**src/rtl/serial_alu_frontend.sv**
```systemverilog
// Bit-serial front end for the 8-bit combinational ALU: shifts in opcode and
// operands LSB first, captures the ALU result, and shifts it back out LSB first.
`timescale 1ns/1ps
module serial_alu_frontend #(
  parameter int DATA_W = 8,
  parameter int SEL_W  = 3
) (
  input  logic              clk,
  input  logic              rst_n,
  input  logic              start,
  input  logic              sin,
  output logic [DATA_W-1:0] alu_a,
  output logic [DATA_W-1:0] alu_b,
  output logic [SEL_W-1:0]  alu_sel,
  input  logic [DATA_W-1:0] alu_out,
  input  logic              alu_zero,
  output logic              busy,
  output logic              sout,
  output logic              sout_valid,
  output logic              zero_flag,
  output logic              done
);

  localparam int CNT_W = $clog2(DATA_W) + 1;

  typedef enum logic [2:0] {
    IDLE,
    LOAD_SEL,
    LOAD_A,
    LOAD_B,
    EXEC,
    SHIFT,
    DONE
  } state_t;

  state_t            state_q, state_d;
  logic [CNT_W-1:0]  cnt_q, cnt_d;
  logic [DATA_W-1:0] a_q, a_d;
  logic [DATA_W-1:0] b_q, b_d;
  logic [SEL_W-1:0]  sel_q, sel_d;
  logic [DATA_W-1:0] res_q, res_d;
  logic              zero_q, zero_d;

  always_ff @(posedge clk or negedge rst_n) begin
    if (!rst_n) begin
      state_q <= IDLE;
      cnt_q   <= '0;
      a_q     <= '0;
      b_q     <= '0;
      sel_q   <= '0;
      res_q   <= '0;
      zero_q  <= 1'b0;
    end else begin
      state_q <= state_d;
      cnt_q   <= cnt_d;
      a_q     <= a_d;
      b_q     <= b_d;
      sel_q   <= sel_d;
      res_q   <= res_d;
      zero_q  <= zero_d;
    end
  end

  // The counter restarts from zero on every phase change, so each phase ends at W-1.
  always_comb begin
    state_d = state_q;
    cnt_d   = cnt_q + CNT_W'(1);
    a_d     = a_q;
    b_d     = b_q;
    sel_d   = sel_q;
    res_d   = res_q;
    zero_d  = zero_q;
    case (state_q)
      IDLE: begin
        cnt_d = '0;
        if (start) state_d = LOAD_SEL;
      end
      LOAD_SEL: begin
        sel_d = {sin, sel_q[SEL_W-1:1]};
        if (cnt_q == CNT_W'(SEL_W - 1)) begin
          state_d = LOAD_A;
          cnt_d   = '0;
        end
      end
      LOAD_A: begin
        a_d = {sin, a_q[DATA_W-1:1]};
        if (cnt_q == CNT_W'(DATA_W - 1)) begin
          state_d = LOAD_B;
          cnt_d   = '0;
        end
      end
      LOAD_B: begin
        b_d = {sin, b_q[DATA_W-1:1]};
        if (cnt_q == CNT_W'(DATA_W - 1)) begin
          state_d = EXEC;
          cnt_d   = '0;
        end
      end
      EXEC: begin
        res_d   = alu_out;
        zero_d  = alu_zero;
        state_d = SHIFT;
        cnt_d   = '0;
      end
      SHIFT: begin
        res_d = {1'b0, res_q[DATA_W-1:1]};
        if (cnt_q == CNT_W'(DATA_W - 1)) begin
          state_d = DONE;
          cnt_d   = '0;
        end
      end
      DONE: begin
        state_d = IDLE;
        cnt_d   = '0;
      end
      default: begin
        state_d = IDLE;
        cnt_d   = '0;
      end
    endcase
  end

  always_comb begin
    alu_a      = a_q;
    alu_b      = b_q;
    alu_sel    = sel_q;
    zero_flag  = zero_q;
    busy       = (state_q != IDLE);
    sout_valid = (state_q == SHIFT);
    sout       = sout_valid & res_q[0];
    done       = (state_q == DONE);
  end

endmodule

```
**config.mk**
```make
export PLATFORM = sky130hd
export DESIGN_NAME = serial_alu_frontend
export DESIGN_NICKNAME = d
export VERILOG_FILES = /design/src/rtl/serial_alu_frontend.sv
export SDC_FILE = /design/constraint.sdc
export NUM_CORES = 1
export LEC_CHECK = 0
export CORE_ASPECT_RATIO = 1.4
export CORE_MARGIN = 2
export CORE_UTILIZATION = 52
export DETAILED_ROUTE_END_ITERATION = 6
export PLACE_DENSITY = 0.86
export RECOVER_POWER = 100
export SETUP_SLACK_MARGIN = 0.4
export SLEW_MARGIN = 30
export SYNTH_ARGS = -nofsm -noshare
export SYNTH_HDL_FRONTEND = slang
export SYNTH_SLANG_ARGS = --single-unit
```
**constraint.sdc**
```tcl
create_clock -name clk -period 2.7 [get_ports clk]
set_input_delay 0.405 -clock clk [delete_from_list [all_inputs] [get_ports clk]]
set_output_delay 0.405 -clock clk [all_outputs]
set_load 0.02 [all_outputs]
```
=== Word level (Yosys, flattened, before mapping) ===
Index checks and enable logic that the tools add are counted.

* Flip-flop bits (word level): 35
* Input port bits: 13
* Output and inout port bits: 24

* Bitwise logic cells: 1
* Add/sub/neg operators: 1
* Reductions and logical operators: 5
* Equality and inequality tests: 13
* Mux-type cells: 10

{| class="wikitable"
|+ Operators with widths
! operator !! count
|-
| 3-bit case mux with 6 select lines || 1
|-
| 8-bit case mux with 2 select lines || 1
|-
| 3-bit two-way mux || 5
|-
| 3-bit equality test (second input constant) || 3
|-
| 4-bit two-way mux || 2
|-
| 2-bit != test (second input constant) || 4
|-
| 4-bit case mux with 2 select lines || 1
|-
| 3-bit by 2-bit equality test with 1-bit output (second input constant) || 2
|-
| 5-bit AND reduction || 1
|-
| 4-bit by 1-bit adder with 4-bit output (second input constant) || 1
|-
| 4-bit by 2-bit equality test with 1-bit output (second input constant) || 1
|-
| 4-bit by 3-bit equality test with 1-bit output (second input constant) || 1
|-
| 3-bit by 1-bit equality test with 1-bit output (second input constant) || 1
|-
| 3-bit logical NOT || 1
|-
| 3-bit nonzero test || 1
|-
| 3-bit OR reduction || 1
|-
| 2-bit by 1-bit != test with 1-bit output (second input constant) || 1
|-
| 2-bit nonzero test || 1
|-
| 1-bit AND || 1
|}

=== Depth between registers and ports, before layout ===
Gate-level depths: netlist of the first run.

* Depth in word-level cells: 3
* Mapped depth: 6
* Mapped depth without buffers: 5

=== Worst setup path after synthesis of the first run ===
Ideal clock, no wire load.

* Path kind: register to output
* Start point: register state_q[1]
* End point: output sout
* Path slack: 1.092 ns
* Stages on the path, launching flop included: 4
* Arrival time: 1.203 ns
* Cell sequence: dfrtp_1 and3b_1 clkbuf_1 and2_1

* Cells in the longest elaborated chain, start to end: 2

{| class="wikitable"
|+ RTL lines
! element !! RTL line !! text
|-
| start, declared || 36 || <nowiki>state_t state_q, state_d;</nowiki>
|-
| start signal, assigned || 54 || <nowiki>state_q <= state_d;</nowiki>
|-
| 3-bit equality test || 129 || <nowiki>sout_valid = (state_q == SHIFT);</nowiki>
|-
| net sout_valid || 19 || <nowiki>output logic sout_valid,</nowiki>
|-
| 1-bit AND || 130 || <nowiki>sout = sout_valid & res_q[0];</nowiki>
|-
| end, declared || 18 || <nowiki>output logic sout,</nowiki>
|}

The timed path passes the listed nets, and every way through them passes these cells.

=== Worst setup path in the final report of the first run ===
* Start point: register state_q[1]
* End point: output sout

* Cells in the longest elaborated chain, start to end: 2

{| class="wikitable"
|+ RTL lines
! element !! RTL line
|-
| 3-bit equality test || 129
|-
| 1-bit AND || 130
|}

Every way passes these cells.

==> impl_metrics.toml, run 1 <==
[outcome]
status = "completed"

[cells_and_area]
fill_cells = 197
layout_common_cells = "dfrtp_1 (33), dlygate4sd3_1 (25), mux2_2 (19)"
final_layout_size_suffix_gt1_share_pct = 20.5
final_nets = 180
n_antenna_cell = 0
synthToLayoutAreaGrowth_pct = 30.2
mostFrequentLayoutCell = "dfrtp_1"

[min_path]
min_from = "cnt_q[0]"
min_path_type = "reg -> reg"
hold-path-cell-count = 1
whs_endpoint = "cnt_q[0]"

[sta]
grt_setup_unrepaired = "no"
tightest_slew_ps = 1160
fin_setup_tns_ps = 0
layout_min_cycle_time_ps = 2330
drv_slew = 0
hold_viol_final = 0
holdWs_ps = 484
relSlewSlack_pct = 22.4
setup_violations = 0
skew_ps = 5.54
fmax_mhz = 429
period_share_pct = 86.3
worst_slack_ps = 370

[pwr]
power.total_w = 0.00252
powerDensity_nw_per_um2 = 1250
cellLeakagePower_nw = 0.891
peakVddDrop_uv = 729

[worst_setup_path]
crit_path_end_kind = "primary output"
reg2reg_from = "state_q[0]"
crit_arrival_ps = 1930
start_kind = "flip-flop"
cp_max_fo = 14
reg2reg_slack_ps = 580
rr_endpoint = "alu_a[7]"
cp_data_required_time_ps = 2300
crit_type = "reg -> out"
worst_r2r_path_depth = 4

[clocking]
clkLatencyLatePin_ps = 290
clockBufferDepth = 2
cts_root_buffer = "clkbuf_8"
cts_max_level = 2
clock-sinks = 35
numCtsBuffers = 5
ctsHoldBuffers = 0
cts.clk_slew.worst_paths_ps = 70
cts_tree = "yes"

[synthesis]
synth_seq_cells = 35
yosys_warnings = 0
ys_seq_area_share_pct = 56.3
postSynthNetCount = 138
syn_area_per_cell_um2 = 12.6
synthDistinctLibCells = 30
yosys.area.top_type = "dfrtp_1"
synthFlopType = "dfrtp_1"
synth-async-reset-ratio_pct = 100
syn_area_um2 = 1560
synthTopCellsByArea = "dfrtp_1 (56%), mux2_2 (14%), mux2i_1 (4.5%)"
synthCells = 123
synth_edf_count = 0
synth_top_area_share_pct = 56.3

[die]
die_x_um = 50.2
die_h_um = 68.7
core_area_um2 = 2850
initial_core_util_pct = 54.6
rows = 23
dieArea_um2 = 3450
ioPinCount = 37

[drt]
drc = 0
wl_per_cell_um = 13.9
drt-total-wl_um = 2830
drt-initial-drc-count = 17
vias = 1050
final_antenna_net_count = 0
vias_per_cell = 5.17
firstDrtPassIters = 2

[global_routing]
grt_pass1_vias = 1033
grt_overflow = 0
grt_pass1_wl_um = 4880
grt_max_degree = 36
antenna_found_initial = 0
track_usage_pct = 19.5

[run]
max_cap_violations = 0

[place]
dpl_worst_slack_ps = 611
numPortBuffers = 36
gp_congestion = 0.747
dp.final_hpwl_um = 1990
-- repair_timing --
item | CTS | global route
resized for setup | 3 | 1
endpoints found under the setup margin | 1 | 1
buffers inserted | 0 | 4
-- cell type report --
cell class                 instances  area [um2]  share of cell area, %
timing repair buffer              42         398                   19.7
clock buffer                       6        72.6                   3.58
inverter                           2        7.51                  0.371
sequential                        35         878                   43.4
multi-input combinational         79         609                   30.1
tap                               37        46.3                   2.29
clock inverter                     2        12.5                  0.618
-- metrics by stage --
step,utilization (%),instances,instance area (um2)
global placement,67.9,191,1940
CTS,71.1,199,2020
finish,71.1,203,2020
detailed placement,67.9,191,1940
global route,71.1,203,2020
floorplan,-,123,1560
-- synthesized netlist by cell type, drive strengths merged, types with 3 or more instances --
library cell and count:
dfrtp 35, mux2 20, o21ai 11, nand2 9
mux2i 7, buf 5, a21oi 4, nand2b 3
nor2 3
-- sequential cells by signal, indices dropped and copies added (netlist names) --
signal	count
cnt_q	4
alu_a	8
state_q	3
alu_sel	3
alu_b	8
res_q	8
zero_flag	1
-- power by group --
group          leakage, nW  switching [W]  internal, W
registers            0.424       0.000178     0.000776
clock network       0.0412       0.000186     0.000180
logic                0.426       0.000591     0.000609
-- worst max-delay path, cell delays in order, from the launching register on --
cell	delay [ps]
dfrtp_1	550
and3b_2	290
and2_1	160
dlygate4sd3_1	640
-- how the worst max path moves through the flow --
stage                    start    to  cells after the start  slack [ps]
floorplan           state_q[1]  sout                      3        1090
global placement    state_q[0]  sout                      3         660
detailed placement  state_q[0]  sout                      3         610
CTS                 state_q[1]  sout                      3         430
global route        state_q[1]  sout                      3         310
finish              state_q[1]  sout                      3         370
-- cells by family (layout without fill, tap and decap cells) --
| logic type | count (synthesis) | in the layout | share of synthesized area, % |
|---|---|---|---|
| DFF | 35 | 35 | 56.3 |
| muxes | 27 | 27 | 19.0 |
| and+or+nand+nor | 27 | 27 | 10.6 |
| AOI/OAI and AO/OA | 21 | 21 | 8.21 |
| buffers and inverters | 9 | 52 | 3.14 |
| adders and majority gates | 2 | 2 | 1.61 |
| xor gates and xnor gates | 2 | 2 | 1.13 |
-- layer usage --
metal | share of wire, % | wire [um] | up-vias | global-route usage [%]
met5 | 0 | 0 | - | 0
met4 | 1.0 | 29 | 0 | 8.33
met3 | 4.1 | 116 | 3 | 7.33
met2 | 54 | 1520 | 21 | 32.1
met1 | 41 | 1160 | 512 | 22.8
li1 | - | - | 514 | -
No activity file was read; power rests on OpenSTA's default activity.
==> run 2, diff against run 1 <==
--- a/config.mk
+++ b/config.mk
@@ -11,6 +11,7 @@
 export DETAILED_ROUTE_END_ITERATION = 6
 export PLACE_DENSITY = 0.86
 export RECOVER_POWER = 100
+export REMOVE_ABC_BUFFERS = 1
 export SETUP_SLACK_MARGIN = 0.4
 export SLEW_MARGIN = 30
 export SYNTH_ARGS = -nofsm -noshare
==> impl_metrics.toml, run 2 (synthesis gave the netlist of run 1 again) <==
[worst_setup_path]
cp_data_required_time_ps = 2300
crit_arrival_ps = 1980
crit_type = "reg -> out"
start_kind = "flip-flop"
cp_max_fo = 10
crit_path_end_kind = "primary output"

[drt]
firstDrtPassIters = 4
wl_per_cell_um = 14.9
vias_per_cell = 5.42
final_antenna_net_count = 0
drc = 0
drt-total-wl_um = 2950
vias = 1067
drt-initial-drc-count = 12

[clocking]
cts_tree = "yes"
cts.clk_slew.worst_paths_ps = 60
clock-sinks = 35
clockBufferDepth = 2
cts_max_level = 2
postCtsResizedCells = 3
ctsHoldBuffers = 0
numCtsBuffers = 5
clkLatencyLatePin_ps = 290
cts_root_buffer = "clkbuf_8"
postCtsSetupBuffers = 0

[cells_and_area]
fill_cells = 200
mostFrequentLayoutCell = "dfrtp_1"
final_nets = 176
n_antenna_cell = 0
finalInstanceArea_um2 = 1990
multi_input_area_um2 = 608
final_layout_size_suffix_gt1_share_pct = 17.5
synthToLayoutAreaGrowth_pct = 27.8
regArea_um2 = 877
layout_common_cells = "dfrtp_1 (34), dlygate4sd3_1 (24), mux2_2 (19)"
utilization_pct = 69.7

[sta]
relSlewSlack_pct = 19.8
period_share_pct = 88.3
layout_min_cycle_time_ps = 2380
hold_viol_final = 0
worst_slack_ps = 315
drv_slew = 0
grt_setup_unrepaired = "no"
fin_setup_tns_ps = 0
skew_ps = 6.46
fmax_mhz = 419
setup_violations = 0
tightest_slew_ps = 1200

[place]
post_dp_cell_area_um2 = 1940
numPortBuffers = 36
dp.final_hpwl_um = 2120
dpl_worst_slack_ps = 642
gp_congestion = 0.758

[global_routing]
grt_pass1_wl_um = 5020
grt_pass1_vias = 1072
track_usage_pct = 20.4
grt_overflow = 0
grt_max_degree = 36
antenna_found_initial = 0

[die]
rows = 23
initial_core_util_pct = 54.6
dieArea_um2 = 3450
die_h_um = 68.7
ioPinCount = 37
die_x_um = 50.2
core_area_um2 = 2850

[min_path]
min_path_type = "reg -> reg"

[pwr]
cellLeakagePower_nw = 0.873
powerDensity_nw_per_um2 = 1240
peakVddDrop_uv = 857
power.total_w = 0.00247

[run]
max_cap_violations = 0

[outcome]
status = "completed"
==> run 2: final timing paths <==
| path | startpoint | endpoint | slack (ps) | depth (start not counted) |
|---|---|---|---|---|
| setup / recovery | state_q[0] | sout | 320 | 3 |
| hold / removal | res_q[1] | res_q[1] | 480 | 2 |
| setup reg to reg | state_q[0] | alu_a[4] | 390 | 3 |
| hold reg to reg | res_q[1] | res_q[1] | 480 | 2 |
| max in group asynchronous | rst_n | state_q[2] | 1770 | 2 |
| min in group asynchronous | rst_n | alu_a[1] | 600 | 2 |
==> run 2: cell type report <==
cell class / count / area share, %
Multi-Input combinational cell: 79 / 30.6
Sequential cell: 35 / 44.1
Inverter: 2 / 0.378
Clock buffer: 6 / 3.65
Tap cell: 37 / 2.33
Timing Repair Buffer: 38 / 18.9
==> run 2: stage by stage <==
stage | cells | hold slack, ps
finish | 197 | 482
CTS | 197 | 485
floorplan | 116 | 109
detailed placement | 191 | 471
global placement | 191 | 458
global route | 197 | 520
==> run 2: report_power, final <==
part	switching (W)	internal (W)
registers	0.000204	0.000775
logic	0.000569	0.000584
clock network	0.000167	0.000171
==> run 2: worst max-delay path: stages, from the launching register on <==
cell and delay [ps]:
dfrtp_1 610, and3b_1 340, and2_1 150, clkdlybuf4s50_1 600
==> run 2: layer usage <==
layer | track usage, % | vias up | part of all wire (%)
met3 | 5.82 | 8 | 3.5
met1 | 22.2 | 528 | 38
met4 | 14.2 | 0 | 2.6
li1 | - | 508 | -
met2 | 34.5 | 23 | 56
met5 | 0 | - | 0
